File: config.mk
export PLATFORM = sky130hd
export DESIGN_NAME = lsu_ctrl
export DESIGN_NICKNAME = d
export VERILOG_FILES = /design/src/rtl/lsu_ctrl_pkg.sv /design/src/rtl/lsu_load_extend.sv /design/src/rtl/lsu_ctrl.sv
export SDC_FILE = /design/constraint.sdc
export NUM_CORES = 1
export LEC_CHECK = 0
export ABC_AREA = 1
export CORE_ASPECT_RATIO = 1.1
export CORE_MARGIN = 2
export CORE_UTILIZATION = 35
export DETAILED_ROUTE_END_ITERATION = 8
export MAX_ROUTING_LAYER = met4
export PLACE_DENSITY = 0.72
export SLEW_MARGIN = 15
export SYNTH_ARGS = -nofsm -noshare
export SYNTH_HDL_FRONTEND = slang
export SYNTH_SLANG_ARGS = --single-unit
File: constraint.sdc
create_clock -name clk -period 3.1 [get_ports clk]
set_input_delay 0.62 -clock clk [delete_from_list [all_inputs] [get_ports clk]]
set_output_delay 0.62 -clock clk [all_outputs]
set_load 0.1 [all_outputs]
File: src/rtl/lsu_ctrl_pkg.sv
// Shared definitions for the load/store unit: width codes, funct3 encodings, FSM states.
package lsu_ctrl_pkg;

  localparam logic [1:0] WIDTH_B = 2'b00;
  localparam logic [1:0] WIDTH_H = 2'b01;
  localparam logic [1:0] WIDTH_W = 2'b10;

  localparam logic [2:0] LB  = 3'b000;
  localparam logic [2:0] LH  = 3'b001;
  localparam logic [2:0] LW  = 3'b010;
  localparam logic [2:0] LBU = 3'b100;
  localparam logic [2:0] LHU = 3'b101;
  localparam logic [2:0] SB  = 3'b000;
  localparam logic [2:0] SH  = 3'b001;
  localparam logic [2:0] SW  = 3'b010;

  typedef enum logic [1:0] {
    IDLE  = 2'b00,
    READ  = 2'b01,
    WRITE = 2'b10,
    RESP  = 2'b11
  } lsu_state_e;

  // Access size minus one, so addr + result is the last byte touched.
  function automatic logic [2:0] width_bytes_m1(input logic [1:0] w);
    case (w)
      WIDTH_B: width_bytes_m1 = 3'd0;
      WIDTH_H: width_bytes_m1 = 3'd1;
      default: width_bytes_m1 = 3'd3;
    endcase
  endfunction

  function automatic logic [31:0] align_addr(input logic [31:0] a, input logic [1:0] w);
    case (w)
      WIDTH_H: align_addr = {a[31:1], 1'b0};
      WIDTH_W: align_addr = {a[31:2], 2'b00};
      default: align_addr = a;
    endcase
  endfunction

endpackage

File: src/rtl/lsu_load_extend.sv
// Extracts the low byte/half/word of a memory read and sign- or zero-extends it.
module lsu_load_extend
  import lsu_ctrl_pkg::*;
(
  input  logic [31:0] word_i,
  input  logic [1:0]  width_i,
  input  logic        unsigned_i,
  output logic [31:0] data_o
);

  always_comb begin
    data_o = word_i;
    case (width_i)
      WIDTH_B: data_o = unsigned_i ? {24'b0, word_i[7:0]}
                                   : {{24{word_i[7]}}, word_i[7:0]};
      WIDTH_H: data_o = unsigned_i ? {16'b0, word_i[15:0]}
                                   : {{16{word_i[15]}}, word_i[15:0]};
      default: data_o = word_i;
    endcase
  end

endmodule

File: src/rtl/lsu_ctrl.sv
// Non-pipelined load/store unit driving data_memory; returns extended load data over valid/ready.
// LSU_MISALIGN_TRAP_EN: misaligned half/word accesses fault instead of being aligned down.
module lsu_ctrl
  import lsu_ctrl_pkg::*;
#(
  parameter int ADDR_BITS = 32,
  parameter int MEM_BYTES = 1024
) (
  input  logic                 clk,
  input  logic                 rst,
  input  logic                 req_valid,
  output logic                 req_ready,
  input  logic                 req_store,
  input  logic [2:0]           req_funct3,
  input  logic [31:0]          req_addr,
  input  logic [31:0]          req_wdata,
  output logic                 resp_valid,
  input  logic                 resp_ready,
  output logic [31:0]          resp_rdata,
  output logic                 resp_err,
  output logic [ADDR_BITS-1:0] mem_address,
  output logic [31:0]          mem_data_in,
  output logic [1:0]           mem_width,
  output logic                 mem_write,
  input  logic [31:0]          mem_data_out
);

  lsu_state_e  state_q, state_d;
  logic [31:0] addr_q, addr_d;
  logic [31:0] wdata_q, wdata_d;
  logic [1:0]  width_q, width_d;
  logic        uns_q, uns_d;
  logic [31:0] rdata_q, rdata_d;
  logic        err_q, err_d;

  logic [1:0]  req_width;
  logic [32:0] last_byte;
  logic        out_of_range;
  logic        misaligned;
  logic        illegal;
  logic [31:0] eff_addr;
  logic [31:0] ext_data;

  assign req_width = req_funct3[1:0];

  // Range uses the raw address so a straddling access faults even when aligned down.
  assign last_byte    = {1'b0, req_addr} + 33'(width_bytes_m1(req_width));
  assign out_of_range = last_byte >= 33'(MEM_BYTES);

`ifdef LSU_MISALIGN_TRAP_EN
  assign misaligned = ((req_width == WIDTH_H) && req_addr[0]) ||
                      ((req_width == WIDTH_W) && (req_addr[1:0] != 2'b00));
  assign eff_addr   = req_addr;
`else
  assign misaligned = 1'b0;
  assign eff_addr   = align_addr(req_addr, req_width);
`endif

  assign illegal = (req_width == 2'b11) || (req_store && req_funct3[2]) ||
                   out_of_range || misaligned;

  lsu_load_extend u_extend (
    .word_i     (mem_data_out),
    .width_i    (width_q),
    .unsigned_i (uns_q),
    .data_o     (ext_data)
  );

  always_comb begin
    state_d = state_q;
    addr_d  = addr_q;
    wdata_d = wdata_q;
    width_d = width_q;
    uns_d   = uns_q;
    rdata_d = rdata_q;
    err_d   = err_q;
    case (state_q)
      IDLE: begin
        if (req_valid) begin
          addr_d  = eff_addr;
          wdata_d = req_wdata;
          width_d = req_width;
          uns_d   = req_funct3[2];
          rdata_d = 32'b0;
          if (illegal) begin
            err_d   = 1'b1;
            state_d = RESP;
          end else begin
            err_d   = 1'b0;
            state_d = req_store ? WRITE : READ;
          end
        end
      end
      READ: begin
        rdata_d = ext_data;
        state_d = RESP;
      end
      WRITE: state_d = RESP;
      RESP: begin
        if (resp_ready) state_d = IDLE;
      end
      default: state_d = IDLE;
    endcase
  end

  always_ff @(posedge clk) begin
    if (rst) begin
      state_q <= IDLE;
      addr_q  <= 32'b0;
      wdata_q <= 32'b0;
      width_q <= 2'b00;
      uns_q   <= 1'b0;
      rdata_q <= 32'b0;
      err_q   <= 1'b0;
    end else begin
      state_q <= state_d;
      addr_q  <= addr_d;
      wdata_q <= wdata_d;
      width_q <= width_d;
      uns_q   <= uns_d;
      rdata_q <= rdata_d;
      err_q   <= err_d;
    end
  end

  // Memory pins are only live while an access is actually in progress.
  always_comb begin
    mem_address = '0;
    mem_data_in = 32'b0;
    mem_width   = 2'b00;
    mem_write   = 1'b0;
    if (state_q == READ || state_q == WRITE) begin
      mem_address = addr_q[ADDR_BITS-1:0];
      mem_width   = width_q;
    end
    if (state_q == WRITE) begin
      mem_data_in = wdata_q;
      mem_write   = 1'b1;
    end
  end

  assign req_ready  = (state_q == IDLE);
  assign resp_valid = (state_q == RESP);
  assign resp_rdata = rdata_q;
  assign resp_err   = err_q;

endmodule

==> results.cfg <==
[cells_and_area]
stdcell_area_sq_um = 8480
area_growth_pct = 58.8
final_common_cell = nand2_1
diodes = 0
final_cell_mix = nand2_1 (191), nor2_1 (126), inv_1 (118)
drive_gt1_share_pct = 17.0
final_net_count = 1133

[yosys]
synth_area_sq_um = 5340
synth_cell_types = 30
synth.mux.area_fraction_pct = 0
yosysSeqAreaShare_pct = 38.2
synth.avg_cell_area_sq_um = 6.46
yosysWarningCount = 0
synth_compound_area_share_pct = 15.2
synth_nets = 941
yosys.area_share.simple_pct = 32.7
synth_cells = 827
synth-xor-area-share_pct = 0.164
synth_seq_cells = 102
synthAdderAreaFrac_pct = 2.48
synth_top_family_by_area = simple AND/OR/NAND/NOR gates

[power_and_ir_drop]
ir_drop_mv = 0.444
cellLeakagePower_nw = 4.08
p_int_w = 0.00358
pwr-share-clk_pct = 15.8
swShare_pct = 51.6
power_frac_comb_pct = 59.4
power_frac_seq_pct = 24.8
powerDensity_nw_per_um2 = 870
p_sw_w = 0.00381

[grt]
grt_pass1_vias = 5648
grt_pass1_wl_um = 27200
gr-total-overflow = 0
antenna_found_initial = 0
track_usage_pct = 21.2
grt_max_degree = 50

[clocking]
postCtsHoldBufs = 0
clock_path_buffers = 2
htreeDepth = 3
clkTransAtPathRegs_ns = 0.07
cts_tree = yes
ctsRootBufferMaster = clkbuf_16
cts_made_buffers = 9
cts_setup_buffers = 0
cts.sinks = 102
cts_resized = 0
clk_latency_ns = 0.35

[floorplan]
rows = 47
die_w_um = 122
die_y_um = 134
initial_core_util_pct = 35.6
ios = 206
die_area_sq_um = 16300
fp.coreArea_sq_um = 15000

[routing]
vias = 5712
drc = 0
drt_iter0_markers = 318
ant_nets = 0
routedWlPerCell_um = 13.6
drtPass1Iterations = 4
wl_um = 16500
avgViaCountPerCell = 4.68

[critical_path]
r2r_slack_ns = 0.98
crit_path_frequent_cell = nand2_1
reg2reg_from = state_q[0]$_SDFFE_PP0P_
crit_chain = clkdlybuf4s50_1 > inv_1 > ha_1 > inv_1 > ha_1 > fa_1 > nand2_2 > nor2_8 > nand2_2 > nor2_2 > nand2_1 > nand2_1 > nand2_1 > nor2_1 > nand2_1 > nor2_2 > nand4_1 > o211ai_1 > inv_1
critPathKind = in -> reg
end_kind = flip-flop
required_ns = 3.34
reg2regPathDepth = 9
critPathLaunch = req_funct3[0]
worstPathArrival_ns = 2.98
crit_path_start_kind = input pin
reg2reg_to = resp_rdata[18]$_SDFFE_PP0P_
cp_slowest_cell = clkdlybuf4s50_1
worstPathMaxFanout = 6
slowest_delay_ns = 0.48
endpoint = resp_err$_SDFFE_PP0P_

[sta]
rsz0062_at_grt = no
drv_slew = 0
period_share_pct = 88.4
slew_headroom_pct = 58.6
worst_slew_pin_slew_ns = 0.622
setup_viol = 0
skew_ns = 0.00568
timing.fmax_mhz = 365
final-hold-violation-count = 0
finalWorstSetupSlack_ns = 0.360
finalWorstPathRequiredPeriod_ns = 2.74
hold_slack_ns = 0.466

[placement]
postPlaceCellArea_sq_um = 8180
routabilityCongestion = 0.939
post-place-ws_ns = -0.00227
dp.final_hpwl_um = 12500
numPortBuffers = 205

[min_path]
hold_class = reg -> reg

[outcome]
outcome = finished, final reports clean

[job]
timing.max_cap.violations = 0
synthesized netlist by cell type (all sizes together):
cell type    n  share of area, %
nand2      207                16
nor2       145                12
inv        120               8.4
dfxtp      102                38
o21ai       99               9.3
a21oi       61               5.8
clkbuf      37               2.6
nand3       25               2.5
nand4       10               1.2
ha           9               2.1
and2         2              0.23
nand3b       2              0.28
nor4         2              0.52
buf          1             0.094
clkinv       1             0.070
fa           1              0.37
o211ai       1              0.14
or2          1              0.12
xor2         1              0.16
power groups by stage:
stage          Sequential, W  Clock, W  Combinational (W)
5_1_grt              0.00187   0.00124            0.00464
3_3_place_gp         0.00185         0            0.00438
4_1_cts              0.00183   0.00120            0.00442
2_1_floorplan        0.00244         0            0.00237
6_report             0.00183   0.00117            0.00438
3_5_place_dp         0.00186         0            0.00441
state kept, by name, indices dropped and copies added (netlist names):
| register | cells |
|---|---|
| resp_err | 1 |
| wdata_q | 32 |
| state_q | 2 |
| resp_rdata | 32 |
| uns_q | 1 |
| width_q | 2 |
| addr_q | 32 |
logic make-up (layout without fill, tap and decap cells):
| group | after synthesis | after routing |
|---|---|---|
| compound gates | 161 | 161 |
| xor+xnor | 1 | 1 |
| fa+ha+maj | 10 | 10 |
| buf+inv | 159 | 356 |
| flops | 102 | 102 |
| simple gates | 394 | 394 |
cell type report:
type	instances	area, sq um
Fill cell	1411	6510
Timing Repair Buffer	219	2740
Inverter	121	454
Multi-Input combinational cell	566	2700
Clock buffer	11	243
Sequential cell	102	2040
Tap cell	196	245
Clock inverter	5	57.6
critical path, delay by kind of cell:
kind            cells  cell delay [ns]
simple gates       11             1.07
compound gates      1             0.10
buf+inv             4             0.63
fa+ha+maj           3             0.55
metal layers:
layer  track usage [%]  vias to the layer above  part of all wire, %
li1                  -                     2935                    -
met2              36.7                      154                   49
met3              3.55                       26                  5.5
met5                 -                        -                    0
met1              24.7                     2597                   43
met4              7.41                        0                  2.4
worst min path at each step:
| stage | from | to | slack [ns] | depth (start not counted) |
|---|---|---|---|---|
| 4_1_cts | resp_rdata[30]$_SDFFE_PP0P_ | resp_rdata[30]$_SDFFE_PP0P_ | 0.47 | 2 |
| 3_3_place_gp | resp_rdata[28]$_SDFFE_PP0P_ | resp_rdata[28]$_SDFFE_PP0P_ | 0.45 | 2 |
| 2_1_floorplan | addr_q[0]$_SDFFE_PP0P_ | addr_q[0]$_SDFFE_PP0P_ | 0.45 | 2 |
| 3_5_place_dp | resp_rdata[30]$_SDFFE_PP0P_ | resp_rdata[30]$_SDFFE_PP0P_ | 0.46 | 2 |
| 6_report | resp_rdata[21]$_SDFFE_PP0P_ | resp_rdata[21]$_SDFFE_PP0P_ | 0.47 | 2 |
| 5_1_grt | resp_rdata[12]$_SDFFE_PP0P_ | resp_rdata[12]$_SDFFE_PP0P_ | 0.49 | 2 |
through the flow:
stage	std cells	util (%)	power, W	TNS, ns
4_1_cts	1220	56.6	0.00745	0
3_3_place_gp	1204	54.6	0.00623	0
2_1_floorplan	827	-	0.00481	0
6_report	1220	56.6	0.00738	0
3_5_place_dp	1204	54.6	0.00627	-0.00227
5_1_grt	1220	56.6	0.00775	0
Note: power is estimated with default switching activity, not from simulation.
